===== config.mk =====
export PLATFORM = sky130hd
export DESIGN_NAME = i2c_cmd_gen
export DESIGN_NICKNAME = d
export VERILOG_FILES = /design/src/rtl/i2c_cmd_gen.sv
export SDC_FILE = /design/constraint.sdc
export NUM_CORES = 1
export LEC_CHECK = 0
export ABC_AREA = 1
export BUFFER_PORTS_ARGS = -buffer_cell sky130_fd_sc_hd__buf_2
export CELL_PAD_IN_SITES_DETAIL_PLACEMENT = 0
export CELL_PAD_IN_SITES_GLOBAL_PLACEMENT = 2
export CORE_UTILIZATION = 32
export CTS_CLUSTER_SIZE = 28
export DETAILED_ROUTE_END_ITERATION = 6
export GPL_ROUTABILITY_DRIVEN = 0
export PLACE_DENSITY = 0.87
export SLEW_MARGIN = 20
export SYNTH_ARGS = -nofsm -noshare
export SYNTH_HDL_FRONTEND = slang
export SYNTH_SLANG_ARGS = --single-unit

===== constraint.sdc =====
create_clock -name clk -period 4.3 [get_ports clk]
set_input_delay 0.43 -clock clk [delete_from_list [all_inputs] [get_ports clk]]
set_output_delay 0.43 -clock clk [all_outputs]
set_load 0.01 [all_outputs]

===== src/rtl/i2c_cmd_gen.sv =====
// rtl/i2c_cmd_gen.sv - turns single I2C read/write requests into i2c_master command streams
//
// Purpose:
//   Accepts one request at a time and emits the command beats an i2c_master
//   expects. A write becomes one write_multiple command. A read of N bytes becomes
//   N single-read commands, with START on the first and the caller's STOP on the last.
//   A NACK reported by the master aborts a read with a stop-only command. Completion
//   is reported with a one-cycle done/err pulse.
//
// Ports:
//   clk, rst                     clock, asynchronous active-high reset
//   req_*                        request channel (valid/ready)
//   m_axis_cmd_*                 command stream towards i2c_master (valid/ready)
//   master_busy, missed_ack      status from i2c_master
//   done, err                    completion pulse and its error flag
//   rd_remaining                 read commands not yet issued

module i2c_cmd_gen (
    input  logic       clk,
    input  logic       rst,
    input  logic [6:0] req_address,
    input  logic       req_read,
    input  logic [7:0] req_len,
    input  logic       req_stop,
    input  logic       req_valid,
    output logic       req_ready,
    output logic [6:0] m_axis_cmd_address,
    output logic       m_axis_cmd_start,
    output logic       m_axis_cmd_read,
    output logic       m_axis_cmd_write,
    output logic       m_axis_cmd_write_multiple,
    output logic       m_axis_cmd_stop,
    output logic       m_axis_cmd_valid,
    input  logic       m_axis_cmd_ready,
    input  logic       master_busy,
    input  logic       missed_ack,
    output logic       done,
    output logic       err,
    output logic [7:0] rd_remaining
);

    typedef enum logic [2:0] {
        ST_IDLE,
        ST_RD_CMD,
        ST_WR_CMD,
        ST_STOP_CMD,
        ST_WAIT,
        ST_DONE
    } state_t;

    state_t     state_q;
    logic [6:0] addr_q;
    logic       stop_q;
    logic       abort_q;
    logic       first_q;
    logic [7:0] rd_rem_q;

    logic [6:0] cmd_addr_q;
    logic       cmd_start_q;
    logic       cmd_read_q;
    logic       cmd_wm_q;
    logic       cmd_stop_q;
    logic       cmd_valid_q;
    logic       done_q;
    logic       err_q;

    logic       cmd_hs;
    logic       in_xfer;

    assign cmd_hs  = cmd_valid_q & m_axis_cmd_ready;
    assign in_xfer = (state_q != ST_IDLE) && (state_q != ST_DONE);

    always_ff @(posedge clk or posedge rst) begin
        if (rst) begin
            state_q     <= ST_IDLE;
            addr_q      <= 7'd0;
            stop_q      <= 1'b0;
            abort_q     <= 1'b0;
            first_q     <= 1'b0;
            rd_rem_q    <= 8'd0;
            cmd_addr_q  <= 7'd0;
            cmd_start_q <= 1'b0;
            cmd_read_q  <= 1'b0;
            cmd_wm_q    <= 1'b0;
            cmd_stop_q  <= 1'b0;
            cmd_valid_q <= 1'b0;
            done_q      <= 1'b0;
            err_q       <= 1'b0;
        end else begin
            done_q <= 1'b0;
            err_q  <= 1'b0;

            // Sticky NACK flag; acted on only at the next safe point of the read loop.
            if (in_xfer && missed_ack) begin
                abort_q <= 1'b1;
            end

            case (state_q)
                ST_IDLE: begin
                    if (req_valid) begin
                        addr_q  <= req_address;
                        stop_q  <= req_stop;
                        first_q <= 1'b1;
                        abort_q <= 1'b0;
                        if (req_read) begin
                            if (req_len == 8'd0) begin
                                // A zero-length read is reported like an aborted request.
                                abort_q <= 1'b1;
                                state_q <= ST_DONE;
                            end else begin
                                rd_rem_q <= req_len;
                                state_q  <= ST_RD_CMD;
                            end
                        end else begin
                            state_q <= ST_WR_CMD;
                        end
                    end
                end

                ST_WR_CMD: begin
                    if (!cmd_valid_q) begin
                        cmd_addr_q  <= addr_q;
                        cmd_start_q <= 1'b1;
                        cmd_read_q  <= 1'b0;
                        cmd_wm_q    <= 1'b1;
                        cmd_stop_q  <= stop_q;
                        cmd_valid_q <= 1'b1;
                    end else if (m_axis_cmd_ready) begin
                        cmd_addr_q  <= 7'd0;
                        cmd_start_q <= 1'b0;
                        cmd_wm_q    <= 1'b0;
                        cmd_stop_q  <= 1'b0;
                        cmd_valid_q <= 1'b0;
                        state_q     <= ST_WAIT;
                    end
                end

                ST_RD_CMD: begin
                    if (!cmd_valid_q) begin
                        // Between commands: a NACK seen now or earlier diverts to STOP
                        // instead of presenting another read.
                        if (abort_q || missed_ack) begin
                            rd_rem_q <= 8'd0;
                            state_q  <= ST_STOP_CMD;
                        end else begin
                            cmd_addr_q  <= addr_q;
                            cmd_start_q <= first_q;
                            cmd_read_q  <= 1'b1;
                            cmd_wm_q    <= 1'b0;
                            cmd_stop_q  <= (rd_rem_q == 8'd1) ? stop_q : 1'b0;
                            cmd_valid_q <= 1'b1;
                        end
                    end else if (cmd_hs) begin
                        cmd_addr_q  <= 7'd0;
                        cmd_start_q <= 1'b0;
                        cmd_read_q  <= 1'b0;
                        cmd_stop_q  <= 1'b0;
                        cmd_valid_q <= 1'b0;
                        first_q     <= 1'b0;
                        // Uses only the registered flag, so a NACK coinciding with this
                        // handshake lets the handshake complete and aborts a cycle later.
                        if (abort_q) begin
                            rd_rem_q <= 8'd0;
                            state_q  <= ST_STOP_CMD;
                        end else if (rd_rem_q <= 8'd1) begin
                            rd_rem_q <= 8'd0;
                            state_q  <= ST_WAIT;
                        end else begin
                            rd_rem_q <= rd_rem_q - 8'd1;
                        end
                    end
                end

                ST_STOP_CMD: begin
                    if (!cmd_valid_q) begin
                        cmd_addr_q  <= 7'd0;
                        cmd_start_q <= 1'b0;
                        cmd_read_q  <= 1'b0;
                        cmd_wm_q    <= 1'b0;
                        cmd_stop_q  <= 1'b1;
                        cmd_valid_q <= 1'b1;
                    end else if (m_axis_cmd_ready) begin
                        cmd_stop_q  <= 1'b0;
                        cmd_valid_q <= 1'b0;
                        state_q     <= ST_WAIT;
                    end
                end

                ST_WAIT: begin
                    if (!master_busy && !cmd_valid_q) begin
                        state_q <= ST_DONE;
                    end
                end

                ST_DONE: begin
                    done_q  <= 1'b1;
                    err_q   <= abort_q;
                    state_q <= ST_IDLE;
                end

                default: begin
                    state_q <= ST_IDLE;
                end
            endcase
        end
    end

    assign req_ready                 = (state_q == ST_IDLE);
    assign m_axis_cmd_address        = cmd_addr_q;
    assign m_axis_cmd_start          = cmd_start_q;
    assign m_axis_cmd_read           = cmd_read_q;
    assign m_axis_cmd_write          = 1'b0;
    assign m_axis_cmd_write_multiple = cmd_wm_q;
    assign m_axis_cmd_stop           = cmd_stop_q;
    assign m_axis_cmd_valid          = cmd_valid_q;
    assign done                      = done_q;
    assign err                       = err_q;
    assign rd_remaining              = rd_rem_q;

endmodule


==> impl_metrics.csv <==
group,metric,value,unit
clocking,cts_made_buffers,5,
timing,setup_tns,0,ns
clocking,clockRootBuffer,"clkbuf_8",
clocking,clk_pin_slew,0.08,ns
floorplan,dieArea,6640,um2
global_route,grt_max_degree,36,
global_route,grt_antenna_before_repair,0,
clocking,cts_sinks,35,
timing,finalClockSkew,0.00663,ns
power_and_ir_drop,clockPowerShare,13.1,%
clocking,clk_latency,0.29,ns
clocking,clk_path_buf_depth,2,
cells_and_area,final_cell_area,2400,um2
job,cap_viol_max_count,0,
timing,period_share,46.4,%
power_and_ir_drop,power.internal,0.941,mW
worst_setup_path,crit_path_start_kind,"flip-flop",
timing,slew_viol_final,0,
power_and_ir_drop,p_leak,1.28,nW
cells_and_area,n_antenna_cell,0,
timing,max_freq,0.501,GHz
timing,finalCriticalPeriod,2.00,ns
floorplan,die_y,81.5,um
worst_setup_path,cp.arrival,2.21,ns
global_route,overflow,0,
timing,finalSetupViolations,0,
worst_setup_path,end_kind,"flip-flop",
synth,synth_cell_types,28,
routing,wl_per_cell,12.8,um
floorplan,num_rows,28,
timing,slew_headroom,60.7,%
floorplan,start_util,33.8,%
cells_and_area,nets,350,
synth,synthCells,277,
synth,synthTopCellsByArea,"dfrtp_1, nand2_1, nor2_1, o21ai_0, inv_1",
power_and_ir_drop,power-per-cell-area,753,nW/um2
timing,whs,0.227,ns
power_and_ir_drop,ir_drop,0.000274,V
global_route,grt_pass1_vias,1685,
synth,syn_area_per_cell,7.30,um2
routing,vias,1876,
clocking,postCtsHoldBufs,0,
clocking,cts_tree,"built",
place,portBuffers,45,
routing,firstDrtPassIters,4,
power_and_ir_drop,power.switching,0.866,mW
clocking,post-cts-setup-buffer-count,0,
cells_and_area,final_common_cell,"nand2_1",
routing,drc,0,
synth,synth_fp_nets,302,
routing,avgViaCountPerCell,4.68,
cells_and_area,mostFrequentLayoutCells,"nand2_1, buf_2, dfrtp_1",
floorplan,io_pins,47,
floorplan,die_w,81.5,um
power_and_ir_drop,total_power,1.81,mW
timing,hold_viol_final,0,
synth,ys_ff_latch,35,
hold_path,min_path_type,"primary input to asynchronous set/reset pin",
status,outcome,"finished, final reports clean",
power_and_ir_drop,swShare,47.9,%
place,place_hpwl,3870,um
synth,syn_area,2020,um2
synth,synth_warnings,0,
timing,tightestPinTransition,0.587,ns
floorplan,core,5990,um2
power_and_ir_drop,seq_power_share,34.2,%
timing,rsz0062_at_grt,"false",
routing,drt_iter0_markers,108,
worst_setup_path,critPathKind,"flip-flop to flip-flop",
routing,ant_nets,0,
clocking,cts_resized,0,
synth,synth_top_area_cell,"dfrtp_1",
synth,yosysTopAreaCellShare,43.3,%
global_route,track_usage,17.3,%
cells_and_area,synthToLayoutAreaGrowth,18.6,%
power_and_ir_drop,pwr-share-comb,52.7,%
worst_setup_path,crit_fanout,16,
place,place_area,2310,um2
place,placedCellCount,393,
global_route,grt_pass1_wl,8560,um
cells_and_area,fin_cells,401,
worst_setup_path,cp-startpoint,"m_axis_cmd_valid",
cells_and_area,drive_gt1_share,22.1,%
synth,ys_seq_area_share,43.3,%
clocking,cts.htree.levels,2,
worst_setup_path,reg2reg_from,"m_axis_cmd_valid",
worst_setup_path,required,4.52,ns
routing,drt-total-wl,5130,um
==> cell families (layout without fill, tap and decap cells) <==
group / count (synthesis) / count (layout) / synth area share [%]
DFF: 35 / 35 / 43.3
AOI/OAI and AO/OA: 35 / 35 / 9.10
muxes: 8 / 8 / 4.46
xor gates and xnor gates: 3 / 3 / 1.30
buffers and inverters: 35 / 84 / 7.30
and+or+nand+nor: 158 / 158 / 33.1
other: 1 / 1 / 0.185
adders and majority gates: 2 / 2 / 1.24
==> flip-flops by register name (all words and copies together) (netlist names) <==
signal                     flops
state_q                        3
m_axis_cmd_read                1
stop_q                         1
m_axis_cmd_stop                1
first_q                        1
abort_q                        1
done                           1
m_axis_cmd_write_multiple      1
m_axis_cmd_address             7
rd_remaining                   8
m_axis_cmd_valid               1
err                            1
addr_q                         7
m_axis_cmd_start               1
==> area by class of cell <==
| cell class | instances | area [um2] |
|---|---|---|
| well taps | 75 | 93.8 |
| clock buffers | 6 | 72.6 |
| repair buffers | 46 | 233 |
| fillers | 626 | 3590 |
| multi-input cells | 207 | 998 |
| flip-flops and latches | 35 | 876 |
| inverters | 30 | 113 |
| clock inverters | 2 | 12.5 |
==> power groups by stage <==
stage          clock [mW]  combinational [mW]  sequential (mW)
6_report            0.237               0.952            0.617
5_1_grt             0.263                1.10            0.641
4_1_cts             0.248               0.960            0.619
3_5_place_dp            0               0.957            0.625
3_3_place_gp            0               0.962            0.620
2_1_floorplan           0               0.689            0.621
==> worst paths after layout <==
check | end | slack (ns) | depth (start not counted)
setup / recovery | m_axis_cmd_address[4] | 2.30 | 7
hold / removal | addr_q[6] | 0.23 | 3
setup reg to reg | m_axis_cmd_address[4] | 2.30 | 7
hold reg to reg | first_q | 0.50 | 2
max in group asynchronous | m_axis_cmd_address[2] | 3.76 | 3
min in group clk | stop_q | 0.37 | 2
==> worst max-delay path, cell delays in order, from the launching register on <==
cell     delay (ns)
dfrtp_1        0.44
inv_1          0.35
nand2_1        0.17
nand2_1        0.16
nor2_1         0.08
nor3_4         0.46
nand2_1        0.14
o21ai_1        0.11
==> through the flow <==
step	utilization, %	setup slack [ns]
finish	40.0	2.30
global route	40.0	2.05
CTS	40.0	2.35
detailed placement	38.6	2.36
global placement	38.6	2.39
floorplan	-	2.77
==> layer usage <==
layer | track usage [%] | part of all wire (%)
met5 | 0 | 0
met4 | 5.89 | 1.4
met3 | 3.44 | 4.4
met2 | 25.2 | 43
met1 | 25.4 | 51
==> synth_stat cells (all sizes together) <==
master	instances
nand2	97
ha	2
o21bai	1
inv	30
o211ai	1
clkbuf	1
nor2	39
nand4	2
xor2	3
mux2	8
o21ai	31
or2	1
nand3	16
nor4	1
nor3	2
a21oi	2
conb	1
dfrtp	35
buf	4
No activity file was read; power rests on OpenSTA's default activity.
